===== config.mk =====
export PLATFORM = sky130hd
export DESIGN_NAME = dmem_loader
export DESIGN_NICKNAME = d
export VERILOG_FILES = /design/src/rtl/dmem_loader_pkg.sv /design/src/rtl/dmem_loader_byte_shift.sv /design/src/rtl/dmem_loader.sv
export SDC_FILE = /design/constraint.sdc
export NUM_CORES = 1
export LEC_CHECK = 0
export CORE_ASPECT_RATIO = 2
export CORE_UTILIZATION = 40
export DETAILED_ROUTE_END_ITERATION = 10
export PLACE_DENSITY = 0.76
export SKIP_LAST_GASP = 1
export SLEW_MARGIN = 10
export SYNTH_ARGS = -nofsm -noshare
export SYNTH_HDL_FRONTEND = slang
export SYNTH_SLANG_ARGS = --single-unit

===== constraint.sdc =====
create_clock -name clk -period 1.95 [get_ports clk]
set_clock_uncertainty 0.15 [all_clocks]
set_input_delay 0.4875 -clock clk [delete_from_list [all_inputs] [get_ports clk]]
set_output_delay 0.4875 -clock clk [all_outputs]
set_load 0.02 [all_outputs]

===== src/rtl/dmem_loader_pkg.sv =====
// Shared widths, memory depth and FSM state encodings for the dmem loader.
package dmem_loader_pkg;

   localparam int DATA_W_C = 32;
   localparam int ADDR_W_C = 16;
   localparam int DEPTH    = 1 << ADDR_W_C;

   typedef enum logic [2:0] {
      ST_IDLE       = 3'd0,
      ST_LD_COLLECT = 3'd1,
      ST_LD_WRITE   = 3'd2,
      ST_DP_READ    = 3'd3,
      ST_DP_SEND    = 3'd4,
      ST_FINISH     = 3'd5
   } state_t;

endpackage


===== src/rtl/dmem_loader_byte_shift.sv =====
// 32-bit byte shift register: parallel load, shift a byte in at the LSB end,
// or shift the MSB byte out. The same register packs load bytes and unpacks dump words.
module dmem_byte_shift
   import dmem_loader_pkg::*;
(
   input  logic                clk,
   input  logic                rst,
   input  logic                i_load,
   input  logic [DATA_W_C-1:0] i_word,
   input  logic                i_shift_in,
   input  logic [7:0]          i_byte,
   input  logic                i_shift_out,
   output logic [DATA_W_C-1:0] o_word,
   output logic [7:0]          o_msb
);

   logic [DATA_W_C-1:0] r_word;

   always_ff @(posedge clk) begin
      if (rst) begin
         r_word <= '0;
      end else if (i_load) begin
         r_word <= i_word;
      end else if (i_shift_in) begin
         r_word <= {r_word[DATA_W_C-9:0], i_byte};
      end else if (i_shift_out) begin
         r_word <= {r_word[DATA_W_C-9:0], 8'h00};
      end
   end

   assign o_word = r_word;
   assign o_msb  = r_word[DATA_W_C-1 -: 8];

endmodule


===== src/rtl/dmem_loader.sv =====
// Host-driven data memory loader: writes words from an input byte stream into dmem,
// or reads dmem words out to an output byte stream, MSB byte first.
//
// state         | meaning
// ST_IDLE       | waiting for start_load / start_dump
// ST_LD_COLLECT | accepting 4 bytes into the pack register
// ST_LD_WRITE   | one-cycle dmem write of the packed word
// ST_DP_READ    | dmem read latched into the unpack register
// ST_DP_SEND    | presenting 4 bytes on the output stream
// ST_FINISH     | one-cycle done pulse
module dmem_loader
   import dmem_loader_pkg::*;
#(
   parameter int DATA_W = 32,
   parameter int ADDR_W = 16
) (
   input  logic              clk,
   input  logic              rst,
   input  logic              start_load,
   input  logic              start_dump,
   input  logic [ADDR_W-1:0] base,
   input  logic [15:0]       count,
   input  logic [7:0]        in_data,
   input  logic              in_valid,
   output logic              in_ready,
   output logic [7:0]        out_data,
   output logic              out_valid,
   input  logic              out_ready,
   output logic [ADDR_W-1:0] a,
   output logic [DATA_W-1:0] wd,
   output logic              we,
   input  logic [DATA_W-1:0] rd,
   output logic              busy,
   output logic              done
);

   state_t            r_state;
   state_t            w_state_nxt;
   logic [ADDR_W-1:0] r_addr;
   logic [15:0]       r_rem;
   logic [1:0]        r_idx;

   logic w_start;
   logic w_last;
   logic w_byte_adv;
   logic w_word_end;
   logic w_sh_load;
   logic w_sh_in;
   logic w_sh_out;
   logic w_we;
   logic w_in_ready;
   logic w_out_valid;
   logic w_done;

   logic [DATA_W-1:0] w_sh_word;
   logic [7:0]        w_sh_msb;

   assign w_start = (r_state == ST_IDLE) && (start_load || start_dump);
   assign w_last  = (r_rem == 16'd1);

   always_ff @(posedge clk) begin
      if (rst) begin
         r_state <= ST_IDLE;
      end else begin
         r_state <= w_state_nxt;
      end
   end

   always_comb begin
      w_state_nxt = r_state;
      w_we        = 1'b0;
      w_in_ready  = 1'b0;
      w_out_valid = 1'b0;
      w_done      = 1'b0;
      w_sh_load   = 1'b0;
      w_sh_in     = 1'b0;
      w_sh_out    = 1'b0;
      w_byte_adv  = 1'b0;
      w_word_end  = 1'b0;
      case (r_state)
         ST_IDLE: begin
            // load has priority when both commands arrive together
            if (start_load) begin
               w_state_nxt = (count == 16'd0) ? ST_FINISH : ST_LD_COLLECT;
            end else if (start_dump) begin
               w_state_nxt = (count == 16'd0) ? ST_FINISH : ST_DP_READ;
            end
         end
         ST_LD_COLLECT: begin
            w_in_ready = 1'b1;
            if (in_valid) begin
               w_sh_in    = 1'b1;
               w_byte_adv = 1'b1;
               if (r_idx == 2'd3) begin
                  w_state_nxt = ST_LD_WRITE;
               end
            end
         end
         ST_LD_WRITE: begin
            w_we        = 1'b1;
            w_word_end  = 1'b1;
            w_state_nxt = w_last ? ST_FINISH : ST_LD_COLLECT;
         end
         ST_DP_READ: begin
            w_sh_load   = 1'b1;
            w_state_nxt = ST_DP_SEND;
         end
         ST_DP_SEND: begin
            w_out_valid = 1'b1;
            if (out_ready) begin
               w_sh_out   = 1'b1;
               w_byte_adv = 1'b1;
               if (r_idx == 2'd3) begin
                  w_word_end  = 1'b1;
                  w_state_nxt = w_last ? ST_FINISH : ST_DP_READ;
               end
            end
         end
         ST_FINISH: begin
            w_done      = 1'b1;
            w_state_nxt = ST_IDLE;
         end
         default: begin
            w_state_nxt = ST_IDLE;
         end
      endcase
   end

   // byte index wraps 3 -> 0 naturally at each word boundary
   always_ff @(posedge clk) begin
      if (rst) begin
         r_addr <= '0;
         r_rem  <= '0;
         r_idx  <= '0;
      end else if (w_start) begin
         r_addr <= base;
         r_rem  <= count;
         r_idx  <= '0;
      end else begin
         if (w_byte_adv) begin
            r_idx <= r_idx + 2'd1;
         end
         if (w_word_end) begin
            r_addr <= r_addr + 1'b1;
            r_rem  <= r_rem - 16'd1;
         end
      end
   end

   dmem_byte_shift u_shift (
      .clk         (clk),
      .rst         (rst),
      .i_load      (w_sh_load),
      .i_word      (rd),
      .i_shift_in  (w_sh_in),
      .i_byte      (in_data),
      .i_shift_out (w_sh_out),
      .o_word      (w_sh_word),
      .o_msb       (w_sh_msb)
   );

   assign a         = r_addr;
   assign wd        = w_sh_word;
   assign we        = w_we;
   assign in_ready  = w_in_ready;
   assign out_valid = w_out_valid;
   assign out_data  = w_sh_msb;
   assign done      = w_done;
   assign busy      = (r_state != ST_IDLE);

endmodule


Word-level counts from Yosys, hierarchy flattened. Index checks and enable logic that the tools add are counted.

Word-level logic and storage cells: 60. Memories kept: 0. Latch bits: 0. Input bits: 78. Bits in read-only memories: 0. Register bits after elaboration: 69. Bits in writable memories: 0.

Shifts and indexed selects: 0. Eq/ne operators: 12. Multiply operators: 0. Div/mod/pow operators: 0. $lt $le $gt $ge: 0. Reductions and logical operators: 9. Muxes and demuxes: 31. Bitwise logic cells: 0. Add/subtract/negate cells: 3.

Operators with widths (count): $mux 32 (3); $mux 16 (4); $mux 3 (10); $add 16x1->16 const B (1); $eq 16x1->1 const B (1); $logic_not 16->1 (1); $sub 16x1->16 const B (1); $pmux 3 s5 (1); $mux 1 (11); $ne 2x2->1 const B (4); $eq 3x2->1 const B (2); $eq 3x3->1 const B (2); $reduce_bool 3->1 (2); $reduce_and 5->1 (1); $pmux 1 s2 (2); $eq 3x1->1 const B (1); $logic_not 3->1 (1); $ne 3x3->1 const B (1); $add 2x1->2 const B (1); $eq 2x2->1 const B (1); $reduce_bool 2->1 (1); $reduce_or 2->1 (1); $logic_and 1x1->1 (1); $logic_or 1x1->1 (1).

Logic depth before layout (Yosys ltp).
Word-level depth: 6. Gate-level depth with buffers: 8. Gate-level depth less buffers: 6.

Cells and area by module. Synthesis repeated with hierarchy kept, for this count alone.

Cell total of the unflattened synthesis: 463. Area, all modules: 4012.6 um2.

By module, submodules not included: dmem_loader (area each 2352.3 um2, seq. area each 740.7 um2, cells each 294, times used 1); dmem_byte_shift (area each 1660.3 um2, seq. area each 640.6 um2, cells each 169, times used 1).

Worst setup path after synthesis. Ideal clock, no wire load.

Path kind: reg-to-reg. From: register r_rem[9]. To: register r_state[2]. Path buffers: 1. Library setup time: 0.079 ns. Required time: 1.721 ns. Cell stages (with the launch flop): 7. Arrival time: 1.813 ns. Setup slack: -0.092 ns. Cells stage by stage: dfxtp_1 or4_1 buf_2 nor4_4 nand4_1 or3_1 a211oi_2.

Word-level cells in the longest chain between the ends: 5.

RTL lines: start, declared (line dmem_loader.sv:40) `logic [15:0] r_rem;`; start signal, assigned (line dmem_loader.sv:137) `r_rem <= count;`; start signal, assigned (line dmem_loader.sv:145) `r_rem <= r_rem - 16'd1;`; $eq 16x1->1 (*) (line dmem_loader.sv:59) `assign w_last = (r_rem == 16'd1);`; $mux 3 (line dmem_loader.sv:115) `w_state_nxt = w_last ? ST_FINISH : ST_DP_READ;`; $mux 3 (line dmem_loader.sv:113) `if (r_idx == 2'd3) begin`; $mux 3 (line dmem_loader.sv:110) `if (out_ready) begin`; $pmux 3 s5 (*) (line dmem_loader.sv:80) `case (r_state)`; end signal, assigned (line dmem_loader.sv:65) `r_state <= w_state_nxt;`; end, declared (line dmem_loader.sv:37) `state_t r_state;`.

Mark *: on every way between the ends. The rest lies on a longest branch, timed or not. The select of a mux whose other input is x is not followed. A chain may end at the register's enable or synchronous reset.

Worst setup path in the final report.
From: register r_rem[12]. To: register r_state[2].

Same word-level chain as after synthesis.

==> qor.csv <==
metric;value;unit
HPWL after DPL;9070;um
fin crit period;2.06;ns
Crit path depth;5;
initial detailed-routing violation count;270;
syn_area_per_cell;7.94;um2
Pins Over Slew Limit;0;
Worst VDD drop;0.467;mV
Clock Pin Slew Worst Setup and Hold Paths;0.06;ns
Synth Instances;446;
Critical Path Slowest Stage Cell;or4_4;
hold crit path type;register to register;
worst stage delay on the critical path;0.55;ns
Syn-to-layout area delta;66.8;%
multi-input combinational cell area;2020;um2
layout cells sized above 1;19.2;%
gpl congestion;0.910;
Reg area;1390;um2
number of synthesis warnings;0;
number of global-route vias before repair;4271;
wire per inst;17.2;um
die height;135;um
startpoint types;register;
number of remaining DRC errors;0;
post-route ant nets;0;
worst skew pair latency;0.33;ns
core area;8590;um2
cell family with most CP delay;simple AND/OR/NAND/NOR gates;
DP Worst Slack;-0.498;ns
crit-path cells;or4_4 > nor4_4 > nand4_1 > or3_1 > a211oi_2;
period utilization;105;%
CTS H-tree lvls;3;
CP Capture Type;register;
worst hold stages;2;
Synth Register Bits;69;
Area after DPL;5470;um2
placed insts;718;
post-synth top area share;39.0;%
status;complete, but fails checks;
Area contributors post-synth;dfxtp_1, nor2_1, nand2_1, a311oi_1, a21oi_1;
Max-slew headroom;77.3;%
fin worst setup slack;-0.107;ns
commonest non-fill, non-tap cell in the layout;clkdlybuf4s50_1;
Worst Path Buf+Inv;0;
Async SR Flop Fraction;0;%
Post-Syn Nets;528;
reg2reg path depth;5;
CTS buffer count;9;
final wirelength;12700;um
Pleak;2.76;nW
total power;0.00528;W
kind of critical path;register to register;
gr usage total;28.5;%
Most used DFF post-synth;dfxtp_1;
final net count;716;
Slew @ Worst Pin;0.338;ns
hold_ws;0.330;ns
clock sink count;69;
highest-count cells in the layout ignoring fill and taps;clkdlybuf4s50_1, nor2_1, dfxtp_1, buf_4, nand2_1;
Hold Vio Cnt, Final;0;
clock tree from TritonCTS;built;
Clock Tree Buf Depth;2;
failing checks;setup timing;
Max-Cap Viols;0;
Vias;4278;
Critical Path RT;2.06;ns
# IOs;139;
Vias/cell;5.79;
EDFF count, synth;0;
Design Area, Final;5910;um2
global-route wire length before repair;19700;um
number of iterations in the first detailed-routing pass;5;
RSZ-0062 raised after global routing;true;
largest net degree at the start of global routing;59;
Seq/Total Area, Yosys;39.0;%
Netlist cell types;57;
Synth area leader;dfxtp_1;
Die Width;68.6;um
crit path max fanout;2;
Worst EP arrival;2.16;ns
antenna violations before repair;0;
synthesized area;3540;um2
Finished Layout Cells;739;
Inserted Diodes;0;
CTS Root Buffer Type;clkbuf_16;
FMAX;486;MHz
full die area;9260;um2
GR Overflow Total;0;
starting density of the core;41.3;%
row cnt;48;
fill count;716;
Port Buffers;138;
final setup fails;7;
Pwr Density;893;nW/um2
registers in the layout (all words and copies together), names as in the netlist:
name            count
a                  16
r_idx               2
r_rem              16
r_state             3
u_shift.o_word     32
worst reg2reg max path: stages, from the launching register on:
cell and delay (ns):
dfxtp_2 0.31, or4_4 0.55, nor4_4 0.18, nand4_1 0.20, or3_1 0.40, a211oi_2 0.17
stage by stage:
stage	util [%]	TNS, ns
global placement	63.7	-14.43
detailed placement	63.7	-17.20
CTS	67.6	-0.328
floorplan	-	-0.0696
global route	68.8	-1.19
finish	68.8	-0.336
logic make-up after synthesis:
kind of cell / count (synthesis) / synth area share [%]
simple gates: 195 / 25.3
compound gates: 125 / 25.4
flops: 69 / 39.0
buf+inv: 42 / 6.07
xor+xnor: 9 / 2.22
fa+ha+maj: 4 / 1.41
mux: 2 / 0.600
synth_stat cells (3+ instances only):
| cell type | number |
|---|---|
| a221oi_1 | 3 |
| buf_1 | 3 |
| nor4_1 | 6 |
| nor2_1 | 69 |
| o221ai_1 | 7 |
| and2_1 | 3 |
| nand2b_1 | 3 |
| nor3_1 | 14 |
| nand4_1 | 6 |
| nand2_1 | 54 |
| a32oi_1 | 3 |
| a31oi_1 | 6 |
| o211ai_1 | 7 |
| inv_1 | 5 |
| a21o_1 | 4 |
| dfxtp_1 | 69 |
| buf_4 | 8 |
| xor2_1 | 4 |
| and3_1 | 3 |
| ha_1 | 4 |
| nand3b_1 | 3 |
| clkbuf_1 | 20 |
| o21ai_0 | 10 |
| a222oi_1 | 4 |
| nand3_1 | 21 |
| a21oi_1 | 28 |
| a311oi_1 | 18 |
| a22oi_1 | 15 |
| xnor2_1 | 5 |
| a211oi_1 | 5 |
cell type report:
| type | instances | area share (%) |
|---|---|---|
| tap | 100 | 2.12 |
| sequential | 69 | 23.5 |
| timing repair buffer | 213 | 34.9 |
| clock inverter | 6 | 1.08 |
| multi-input combinational | 335 | 34.2 |
| inverter | 6 | 0.381 |
| clock buffer | 10 | 3.87 |
final timing paths:
path	startpoint	slack (ns)	to
setup reg to reg	r_rem[12]$_SDFFE_PP0P_	-0.11	r_state[2]$_SDFFE_PP0P_
hold / removal	u_shift.o_word[2]$_SDFFE_PP0P_	0.33	u_shift.o_word[2]$_SDFFE_PP0P_
setup / recovery	r_rem[12]$_SDFFE_PP0P_	-0.11	r_state[2]$_SDFFE_PP0P_
hold reg to reg	u_shift.o_word[2]$_SDFFE_PP0P_	0.33	u_shift.o_word[2]$_SDFFE_PP0P_
timing repair:
item                       4_1_cts  5_1_grt
hold buffers                     0        0
hold endpoints to repair         0        0
gates resized for setup         58       47
setup endpoints to repair       54       55
setup buffers                    4        1
cloned                           1        0
pin swaps                        7        5
metal layers:
metal  GRT usage (%)  wire length, um
met1            30.0             4570
met3            5.15              931
met5               0                0
met2            50.3             6820
met4            16.0              410
where the power goes:
part	switching (W)	internal (W)	total (W)
logic	0.000984	0.000942	0.00193
registers	0.000165	0.00159	0.00175
clock network	0.000612	0.000986	0.00160
No activity file was read; power rests on OpenSTA's default activity.
